## src/rtl/cardiac_therapy_pkg.sv

```systemverilog
// Shared types and defaults for the cardiac therapy sequencer.
// Holds the state enum, threshold/timing defaults and dose saturation.
package cardiac_therapy_pkg;

  typedef enum logic [2:0] {
    S_IDLE,
    S_CPR,
    S_DRUG,
    S_FLUSH,
    S_CLOSE,
    S_LOCKOUT
  } state_e;

  localparam int HR_W_DEF        = 8;
  localparam int HR_LOW_DEF      = 50;
  localparam int HR_HIGH_DEF     = 120;
  localparam int SPO2_LOW_DEF    = 95;
  localparam int PERSIST_CYC_DEF = 4;
  localparam int DRUG_CYC_DEF    = 2;
  localparam int FLUSH_CYC_DEF   = 2;
  localparam int CLOSE_CYC_DEF   = 4;
  localparam int LOCKOUT_CYC_DEF = 8;
  localparam int DOSE_FIRST_DEF  = 6;
  localparam int DOSE_STEP_DEF   = 6;
  localparam int MAX_DOSES_DEF   = 2;

  // Escalated dose clamped to the 4-bit pump range.
  function automatic logic [3:0] dose_sat(
    input int first,
    input int step,
    input int count
  );
    int s;
    s = first + count * step;
    return (s > 15) ? 4'd15 : 4'(s);
  endfunction

endpackage

```

## src/rtl/persistence_filter.sv

```systemverilog
// Consecutive-cycle qualifier: hit is high when cond has held for
// PERSIST_CYC cycles including the current one.
module persistence_filter
#(
  parameter int PERSIST_CYC = 4
) (
  input  logic clk,
  input  logic rst_n,
  input  logic cond,
  output logic hit
);

  localparam int CW = $clog2(PERSIST_CYC + 1);
  localparam logic [CW-1:0] SAT  = CW'(PERSIST_CYC);
  localparam logic [CW-1:0] TRIG = CW'(PERSIST_CYC - 1);

  logic [CW-1:0] cnt_q, cnt_d;

  // Saturating run length, cleared whenever the condition drops.
  always_comb begin
    cnt_d = '0;
    if (cond) begin
      cnt_d = (cnt_q == SAT) ? cnt_q : cnt_q + CW'(1);
    end
  end

  assign hit = cond && (cnt_q >= TRIG);

  // Run counter register.
  always_ff @(posedge clk or negedge rst_n) begin
    if (!rst_n) begin
      cnt_q <= '0;
    end else begin
      cnt_q <= cnt_d;
    end
  end

endmodule

```

## src/rtl/cardiac_therapy_sequencer.sv

```systemverilog
// Brady/tachy qualified CPR and drug-sequence controller.
// Optional macro CARDIAC_DOSE_ESCALATION_EN enables dose escalation.
module cardiac_therapy_sequencer
  import cardiac_therapy_pkg::*;
#(
  parameter int HR_W        = HR_W_DEF,
  parameter int HR_LOW      = HR_LOW_DEF,
  parameter int HR_HIGH     = HR_HIGH_DEF,
  parameter int SPO2_LOW    = SPO2_LOW_DEF,
  parameter int PERSIST_CYC = PERSIST_CYC_DEF,
  parameter int DRUG_CYC    = DRUG_CYC_DEF,
  parameter int FLUSH_CYC   = FLUSH_CYC_DEF,
  parameter int CLOSE_CYC   = CLOSE_CYC_DEF,
  parameter int LOCKOUT_CYC = LOCKOUT_CYC_DEF,
  parameter int DOSE_FIRST  = DOSE_FIRST_DEF,
  parameter int DOSE_STEP   = DOSE_STEP_DEF,
  parameter int MAX_DOSES   = MAX_DOSES_DEF
) (
  input  logic            clk,
  input  logic            rst_n,
  input  logic [HR_W-1:0] heart_rate,
  input  logic [7:0]      oxygen_level,
  input  logic            ecg_signal_valid,
  output logic            cpr_activate,
  output logic            drug_delivery_activate,
  output logic [3:0]      drug_dosage,
  output logic            iv_line_setup,
  output logic            saline_flush,
  output logic [2:0]      dose_count,
  output logic            therapy_exhausted,
  output logic            seq_busy
);

  localparam int M1 = (DRUG_CYC > FLUSH_CYC) ? DRUG_CYC : FLUSH_CYC;
  localparam int M2 = (CLOSE_CYC > LOCKOUT_CYC) ? CLOSE_CYC : LOCKOUT_CYC;
  localparam int MAX_CYC = (M1 > M2) ? M1 : M2;
  localparam int SW = $clog2(MAX_CYC + 1);

  logic brady, tachy, brady_hit, tachy_hit, adv;
  logic [3:0] new_dose;

  state_e        state_q, state_d;
  logic [SW-1:0] stg_q, stg_d;
  logic [2:0]    cnt_q, cnt_d;
  logic          exh_q, exh_d;
  logic          cpr_q, cpr_d;
  logic          drug_q, drug_d;
  logic [3:0]    dose_q, dose_d;
  logic          iv_q, iv_d;
  logic          flush_q, flush_d;
  logic          busy_q, busy_d;

  assign brady = ecg_signal_valid
              && (heart_rate < HR_W'(HR_LOW))
              && (oxygen_level < 8'(SPO2_LOW));
  assign tachy = ecg_signal_valid
              && (heart_rate > HR_W'(HR_HIGH))
              && (oxygen_level >= 8'(SPO2_LOW));

  persistence_filter #(.PERSIST_CYC(PERSIST_CYC)) u_brady (
    .clk   (clk),
    .rst_n (rst_n),
    .cond  (brady),
    .hit   (brady_hit)
  );

  persistence_filter #(.PERSIST_CYC(PERSIST_CYC)) u_tachy (
    .clk   (clk),
    .rst_n (rst_n),
    .cond  (tachy),
    .hit   (tachy_hit)
  );

`ifdef CARDIAC_DOSE_ESCALATION_EN
  assign new_dose = dose_sat(DOSE_FIRST, DOSE_STEP, int'(cnt_q));
`else
  assign new_dose = 4'(DOSE_FIRST);
`endif

  assign adv = (stg_q == '0);

  // Next state, stage timer, dose bookkeeping and output decode.
  always_comb begin
    state_d = state_q;
    cnt_d   = cnt_q;
    exh_d   = exh_q;
    if (brady_hit) begin
      state_d = S_CPR;
      cnt_d   = '0;
      exh_d   = 1'b0;
    end else begin
      unique case (state_q)
        S_IDLE:    if (tachy_hit && !exh_q) state_d = S_DRUG;
        S_CPR:     if (!brady) state_d = S_IDLE;
        S_DRUG: begin
          if (adv) begin
            state_d = S_FLUSH;
            cnt_d   = cnt_q + 3'd1;
          end
        end
        S_FLUSH:   if (adv) state_d = S_CLOSE;
        S_CLOSE: begin
          if (adv) begin
            state_d = S_LOCKOUT;
            if (cnt_q >= 3'(MAX_DOSES)) exh_d = 1'b1;
          end
        end
        S_LOCKOUT: if (adv) state_d = S_IDLE;
        default:   state_d = S_IDLE;
      endcase
    end

    stg_d = adv ? stg_q : stg_q - SW'(1);
    if (state_d != state_q) begin
      unique case (state_d)
        S_DRUG:    stg_d = SW'(DRUG_CYC - 1);
        S_FLUSH:   stg_d = SW'(FLUSH_CYC - 1);
        S_CLOSE:   stg_d = SW'(CLOSE_CYC - 1);
        S_LOCKOUT: stg_d = SW'(LOCKOUT_CYC - 1);
        default:   stg_d = '0;
      endcase
    end

    cpr_d   = (state_d == S_CPR);
    drug_d  = (state_d == S_DRUG);
    flush_d = (state_d == S_FLUSH);
    iv_d    = drug_d || flush_d || (state_d == S_CLOSE);
    busy_d  = (state_d != S_IDLE);
    dose_d  = '0;
    if (drug_d) begin
      dose_d = (state_q == S_DRUG) ? dose_q : new_dose;
    end
  end

  // FSM state and registered actuator drives.
  always_ff @(posedge clk or negedge rst_n) begin
    if (!rst_n) begin
      state_q <= S_IDLE;
      stg_q   <= '0;
      cnt_q   <= '0;
      exh_q   <= 1'b0;
      cpr_q   <= 1'b0;
      drug_q  <= 1'b0;
      dose_q  <= '0;
      iv_q    <= 1'b0;
      flush_q <= 1'b0;
      busy_q  <= 1'b0;
    end else begin
      state_q <= state_d;
      stg_q   <= stg_d;
      cnt_q   <= cnt_d;
      exh_q   <= exh_d;
      cpr_q   <= cpr_d;
      drug_q  <= drug_d;
      dose_q  <= dose_d;
      iv_q    <= iv_d;
      flush_q <= flush_d;
      busy_q  <= busy_d;
    end
  end

  assign cpr_activate           = cpr_q;
  assign drug_delivery_activate = drug_q;
  assign drug_dosage            = dose_q;
  assign iv_line_setup          = iv_q;
  assign saline_flush           = flush_q;
  assign dose_count             = cnt_q;
  assign therapy_exhausted      = exh_q;
  assign seq_busy               = busy_q;

endmodule

```

## config.mk

```make
export PLATFORM = sky130hd
export DESIGN_NAME = cardiac_therapy_sequencer
export DESIGN_NICKNAME = d
export VERILOG_FILES = /design/src/rtl/cardiac_therapy_pkg.sv /design/src/rtl/persistence_filter.sv /design/src/rtl/cardiac_therapy_sequencer.sv
export SDC_FILE = /design/constraint.sdc
export NUM_CORES = 1
export LEC_CHECK = 0
export CAP_MARGIN = 20
export CORE_ASPECT_RATIO = 0.7
export CORE_MARGIN = 2
export CORE_UTILIZATION = 25
export CTS_BUF_LIST = sky130_fd_sc_hd__clkbuf_8
export CTS_CLUSTER_SIZE = 12
export DETAILED_ROUTE_END_ITERATION = 12
export GPL_TIMING_DRIVEN = 0
export PLACE_DENSITY = 0.56
export SLEW_MARGIN = 20
export SYNTH_ARGS = -nofsm -noshare
export SYNTH_HDL_FRONTEND = slang
export SYNTH_SLANG_ARGS = --single-unit
```

## constraint.sdc

```tcl
create_clock -name clk -period 2.13 [get_ports clk]
set_clock_uncertainty 0.2 [all_clocks]
set_input_delay 0.3195 -clock clk [delete_from_list [all_inputs] [get_ports clk]]
set_output_delay 0.3195 -clock clk [all_outputs]
set_load 0.03 [all_outputs]
```

== Yosys cells after proc, flatten, opt, wreduce, memory -nomap -nowiden ==
Index checks and enable logic that the tools add are counted.
Widths: inputs -> output; s select.

* Bits in registers: 26
* Bits in latches: 0
* Bits in writable memories: 0
* Bits in read-only memories: 0
* Bits of input ports: 19
* Output and inout bits: 13
* Word-level logic and storage cells: 84
* Memories: 0

* Add/subtract/negate cells: 4
* $mul: 0
* Divide/modulo/power cells: 0
* $lt $le $gt $ge: 7
* Equality and inequality tests: 17
* Shifts and indexed selects: 0
* Multiplexer cells: 24
* Bitwise gates (word level): 0
* Reduce and logical (&&, ||, !) cells: 20

{| class="wikitable"
|+ Operators with widths
! operator !! number
|-
| $mux 3 || 14
|-
| $eq 3x3->1 const B || 6
|-
| $pmux 3 s6 || 1
|-
| $mux 4 || 4
|-
| $eq 3x2->1 const B || 4
|-
| $add 3x1->3 const B || 3
|-
| $ge 3x2->1 const B || 3
|-
| $pmux 3 s3 || 1
|-
| $ge 8x7->1 const B || 1
|-
| $gt 8x7->1 const B || 1
|-
| $lt 8x6->1 const B || 1
|-
| $lt 8x7->1 const B || 1
|-
| $reduce_bool 2->1 || 4
|-
| $logic_and 1x1->1 || 7
|-
| $eq 3x1->1 const B || 2
|-
| $ne 2x2->1 const B || 3
|-
| $logic_not 4->1 || 1
|-
| $mux 1 || 4
|-
| $sub 4x1->4 const B || 1
|-
| $logic_not 3->1 || 1
|-
| $ne 3x3->1 || 1
|-
| $reduce_and 3->1 || 1
|-
| $reduce_bool 3->1 || 1
|-
| $logic_or 1x1->1 || 2
|-
| other kinds (4) || 4
|}

== Longest topological paths before layout ==
* Word-level depth: 12
* Mapped depth: 10
* Depth with buffers taken out: 9

== By module ==
From an unflattened synthesis, not the netlist that was laid out.

* Cells, all modules: 150
* Area, all modules: 1398.8 um^2

{| class="wikitable"
|+ Modules (own cells, without submodules)
! module !! instances !! cells an instance !! area an instance (um^2) !! seq. area each (um^2)
|-
| cardiac_therapy_sequencer || 1 || 112 || 1023.5 || 425.4
|-
| persistence_filter || 2 || 19 || 187.7 || 75.1
|}

== Worst setup path after synthesis ==
Ideal clock, no wire load.

* Kind: register to register
* From: register u_brady.cnt_q[0]
* To: register stg_q[0]
* Setup time: 125 ps
* Data arrival time: 2012 ps
* Required time: 1805 ps
* Slack: -207 ps
* Stages on the path, launching flop included: 8
* Buffers on the path: 0
* Period minus slack after synthesis: 2337 ps
* Cell sequence: dfrtp_1 ha_1 ha_1 a211oi_2 nor4_2 o22ai_1 o2111ai_4 mux2_4

* Cells in the longest elaborated chain, start to end: 7
* Elaborated cells on any way between the ends: 12
* Classes of those cells: order compare: 1; eq/ne: 6; mux: 3; reduce/logical: 2

{| class="wikitable"
|+ RTL lines
! element !! RTL line !! RTL
|-
| start, declared || persistence_filter.sv:17 || <nowiki>logic [CW-1:0] cnt_q, cnt_d;</nowiki>
|-
| start signal, assigned || persistence_filter.sv:34 || <nowiki>cnt_q <= cnt_d;</nowiki>
|-
| $ge 3x2->1 (*) || persistence_filter.sv:27 || <nowiki>assign hit = cond && (cnt_q >= TRIG);</nowiki>
|-
| $logic_and 1x1->1 (*) || persistence_filter.sv:27 ||
|-
| $mux 3 (*) || cardiac_therapy_sequencer.sv:87 || <nowiki>if (brady_hit) begin</nowiki>
|-
| $eq 3x2->1 || cardiac_therapy_sequencer.sv:115 || <nowiki>unique case (state_d)</nowiki>
|-
| $reduce_or 2->1 (no source line) || - ||
|-
| $pmux 3 s3 || cardiac_therapy_sequencer.sv:115 ||
|-
| $mux 4 || cardiac_therapy_sequencer.sv:114 || <nowiki>if (state_d != state_q) begin</nowiki>
|-
| end signal, assigned || cardiac_therapy_sequencer.sv:150 || <nowiki>stg_q <= stg_d;</nowiki>
|-
| end, declared || cardiac_therapy_sequencer.sv:43 || <nowiki>logic [SW-1:0] stg_q, stg_d;</nowiki>
|}

Every way passes the cells marked *; elsewhere a longest branch is shown, timed or not.
A chain may end at the register's enable or synchronous reset.

== Worst setup path in the final report ==
* From: input port heart_rate[6]
* To: register stg_q[0]

* Cells in the longest elaborated chain, start to end: 12
* Elaborated cells on any way between the ends: 22
* Classes of those cells: order compare: 2; eq/ne: 6; mux: 6; reduce/logical: 8

{| class="wikitable"
|+ RTL lines
! element !! RTL line !! RTL
|-
| start, declared || cardiac_therapy_sequencer.sv:21 || <nowiki>input logic [HR_W-1:0] heart_rate,</nowiki>
|-
| $gt 8x7->1 || cardiac_therapy_sequencer.sv:57 || <nowiki>&& (heart_rate > HR_W'(HR_HIGH))</nowiki>
|-
| $logic_and 1x1->1 || cardiac_therapy_sequencer.sv:57 ||
|-
| $logic_and 1x1->1 || cardiac_therapy_sequencer.sv:58 || <nowiki>&& (oxygen_level >= 8'(SPO2_LOW));</nowiki>
|-
| $logic_and 1x1->1 || persistence_filter.sv:27 ||
|-
| $logic_and 1x1->1 || cardiac_therapy_sequencer.sv:93 || <nowiki>S_IDLE: if (tachy_hit && !exh_q) state_d = S_DRUG;</nowiki>
|-
| $mux 3 || cardiac_therapy_sequencer.sv:93 ||
|-
| $pmux 3 s6 || cardiac_therapy_sequencer.sv:92 || <nowiki>unique case (state_q)</nowiki>
|-
| $mux 3 (*) || cardiac_therapy_sequencer.sv:87 ||
|-
| $eq 3x2->1 || cardiac_therapy_sequencer.sv:115 ||
|-
| $reduce_or 2->1 (no source line) || - ||
|-
| $pmux 3 s3 || cardiac_therapy_sequencer.sv:115 ||
|-
| $mux 4 || cardiac_therapy_sequencer.sv:114 ||
|}

Marked as above.

==> impl_results.md <==
- Run status: complete, but fails checks
- Failing checks: setup timing
- Net switching power: 0.693 mW
- Die span in x: 92.6 um
- Final Hold Viols: 0
- Main synth FF type: dfrtp_1
- Initial drt markers: 36
- Area delta synth->final: 55.2%
- Vias per inst: 4.32
- Slew Limit Fails: 0
- Final Setup Violations: 1
- Register area share after synthesis: 0.419
- Mean post-synth cell area: 9.87 sq um
- FF-to-FF path depth: 8
- Initial antenna violation count: 0
- Most frequent cells in the layout: 24 x clkdlybuf4s50_1, 21 x buf_4, 20 x dfrtp_1
- Cells after synthesis: 139
- Antenna Cells: 0
- Distinct cells, synth: 40
- Max-cap viol count: 0
- CTS Buffer Depth: 2
- Vias: between 1000 and 1500
- Worst-skew pair later-pin latency: around 0.27 ns
- Share of layout cells above drive strength 1: 0.326
- # fillers: 504
- Final GP Congestion: between 0.7 and 0.8
- Min Tclk post-route: 2.14 ns
- Compound-Gate Fraction of Synth Area: 0.159
- Post-synth EDFFs: 0
- Die Span Y: 66.0 um
- CTS tree: built
- Fin util: 0.405
- Switching share of power: 0.370
- Number of synthesized register bits: 23
- Gr ovfl total: 0
- # port buffers: 29
- Hold crit path type: in2async
- Die area: slightly above 6000 sq um
- Tcrit/Tclk final: 1.00
- Peak supply drop: roughly 0.00031 V
- Commonest non-fill, non-tap cell in the layout: clkdlybuf4s50_1
- Area of the multi-input gates: between 800 and 900 sq um
- Dpl cells: around 240
- Worst Path Required: 2.09 ns
- First-pass GRT wire length: 5490 um
- WL per Instance: roughly 12 um
- Synth Area in Adders: 0.0802
- RSZ-0062 raised after global routing: yes
- Synth Area in Simple Gates: 0.163
- Overall routed net length: 3090 um
- Internal: 1.18 mW
- Clk slew on worst S/H paths: 0.08 ns
- Root Buffer: clkbuf_8
- Mux share of post-synthesis cell area: 0.0510
- Asr flop ratio synth: 1.00
- Setup ws final: -0.00815 ns
- Pin count of the biggest net entering global routing: 17
- Antenna-violating nets left: 0
- Row count: 22
- Endpoint type of the worst setup path: register
- Initial Util: 0.261
- H-tree Lvls: 1
- Data arrival time of the worst path: 2.10 ns
- Non-filler cells, final: 265
- CTS sink count: 23
- Hold_ws: between 0.15 and 0.2 ns
- FF+latch area: 579 sq um
- PwrDens: 880 nW/um^2
- Power share of the sequential group: 0.331
- Worst setup path class: in2reg
- Clock network power share: 0.146
- Gr usage total: 0.116
- Nets: 221
- Number of global-route vias before repair: ~1100
- Post-route DRC violation count: 0
- Ports: 32
- Post-Syn Area: 1370 sq um
- Final TNS setup: -0.00815 ns
- CP max FO: 4
- Leakage: 0.895 nW
- XOR/XNOR Fraction of Synth Area: 0.0383
- CTS Buf Count: 3
- Largest family of logic cells by synthesized area: simple AND/OR/NAND/NOR gates
- Core ar.: 5260 sq um
- Initial DRT Pass Iterations: 4
- Hold-fix buffers, CTS: 0
- Detail Placement HPWL: 2170 um
- Yosys synthesis warning count: 0
- Comb pwr share: 0.523
- Max Freq: 0.468 GHz
- DP Worst Slack: -0.569 ns
- Worst setup SP type: input pin
==> worst max-delay path, cell delays in order <==
cell             delay, ns
clkdlybuf4s50_1       0.42
nor2_1                0.11
nand2_1               0.08
or3_4                 0.41
mux2_4                0.33
o2111ai_4             0.12
mux2_4                0.32
==> cells in the mapped netlist (3+ instances only) <==
cell type | number | area share
a21oi_1 | 10 | 0.036
buf_4 | 4 | 0.022
dfrtp_1 | 23 | 0.42
ha_1 | 8 | 0.073
inv_1 | 12 | 0.033
mux2i_1 | 4 | 0.029
nand2_1 | 12 | 0.033
nand3_1 | 4 | 0.015
nand4_1 | 3 | 0.014
nor2_1 | 15 | 0.041
o21ai_0 | 4 | 0.015
xnor2_1 | 4 | 0.026
==> state kept, by name, indices dropped and copies added (netlist names) <==
signal	cells
cpr_activate	1
state_q	3
therapy_exhausted	1
saline_flush	1
iv_line_setup	1
u_tachy.cnt_q	3
stg_q	4
u_brady.cnt_q	3
seq_busy	1
drug_delivery_activate	1
dose_count	3
drug_dosage	1
==> worst paths after layout <==
kind                                           to              from  slack (ns)
worst max-delay path                     stg_q[0]     heart_rate[6]      -0.008
min in group clk                   drug_dosage[1]    drug_dosage[1]        0.32
max in group asynchronous              state_q[0]             rst_n        1.11
worst min-delay path            therapy_exhausted             rst_n        0.15
worst max register to register           stg_q[0]  u_brady.cnt_q[0]           0
worst min register to register     drug_dosage[1]    drug_dosage[1]        0.32
==> per-layer routing <==
metal  track usage  share of wire  up-vias
met5             0              0        -
met4        0.0280         0.0081        0
met3        0.0308          0.034        4
met2         0.177           0.45       20
met1         0.165           0.51      536
li1              -              -      585
==> power groups by stage <==
stage	clock network, mW	logic (mW)	registers (mW)
after floorplan	0	0.459	0.709
after global placement	0	0.783	0.623
after detailed placement	0	0.793	0.623
after CTS	0.279	0.956	0.612
after global routing	0.309	1.08	0.638
final	0.273	0.980	0.621
==> kinds of logic (layout without fill, tap and decap cells) <==
group	count (synthesis)	in the layout
flip-flops	23	23
buffers and inverters	20	73
multiplexers	6	6
AO/OA/AOI/OAI	28	28
adder cells (fa/ha/maj)	9	9
AND/OR/NAND/NOR	46	46
XOR/XNOR	6	6
other	1	2
==> area by class of cell <==
cell class                      count  share of cell area
Timing Repair Buffer               51               0.227
Clock inverter                      1             0.00176
Inverter                           12              0.0211
Sequential cell                    23               0.272
Clock buffer                        3              0.0194
Tap cell                           72              0.0423
Multi-Input combinational cell     97               0.389
Buffer                              6              0.0276
==> what timing repair did <==
action | 4_1_cts | 5_1_grt
setup endpoints to repair | 9 | 9
endpoints found under the hold margin | 0 | 0
setup buffers | 20 | 1
pin swaps | 12 | 9
gates resized for setup | 25 | 12
==> metrics by stage <==
step                      cell area, sq um  total power [mW]
final                                 2130              1.87
after global routing                  2130              2.03
after CTS                             2080              1.85
after detailed placement              1820              1.42
after global placement                1800              1.41
after floorplan                       1420              1.17
Power figures use the tool's default switching activity.
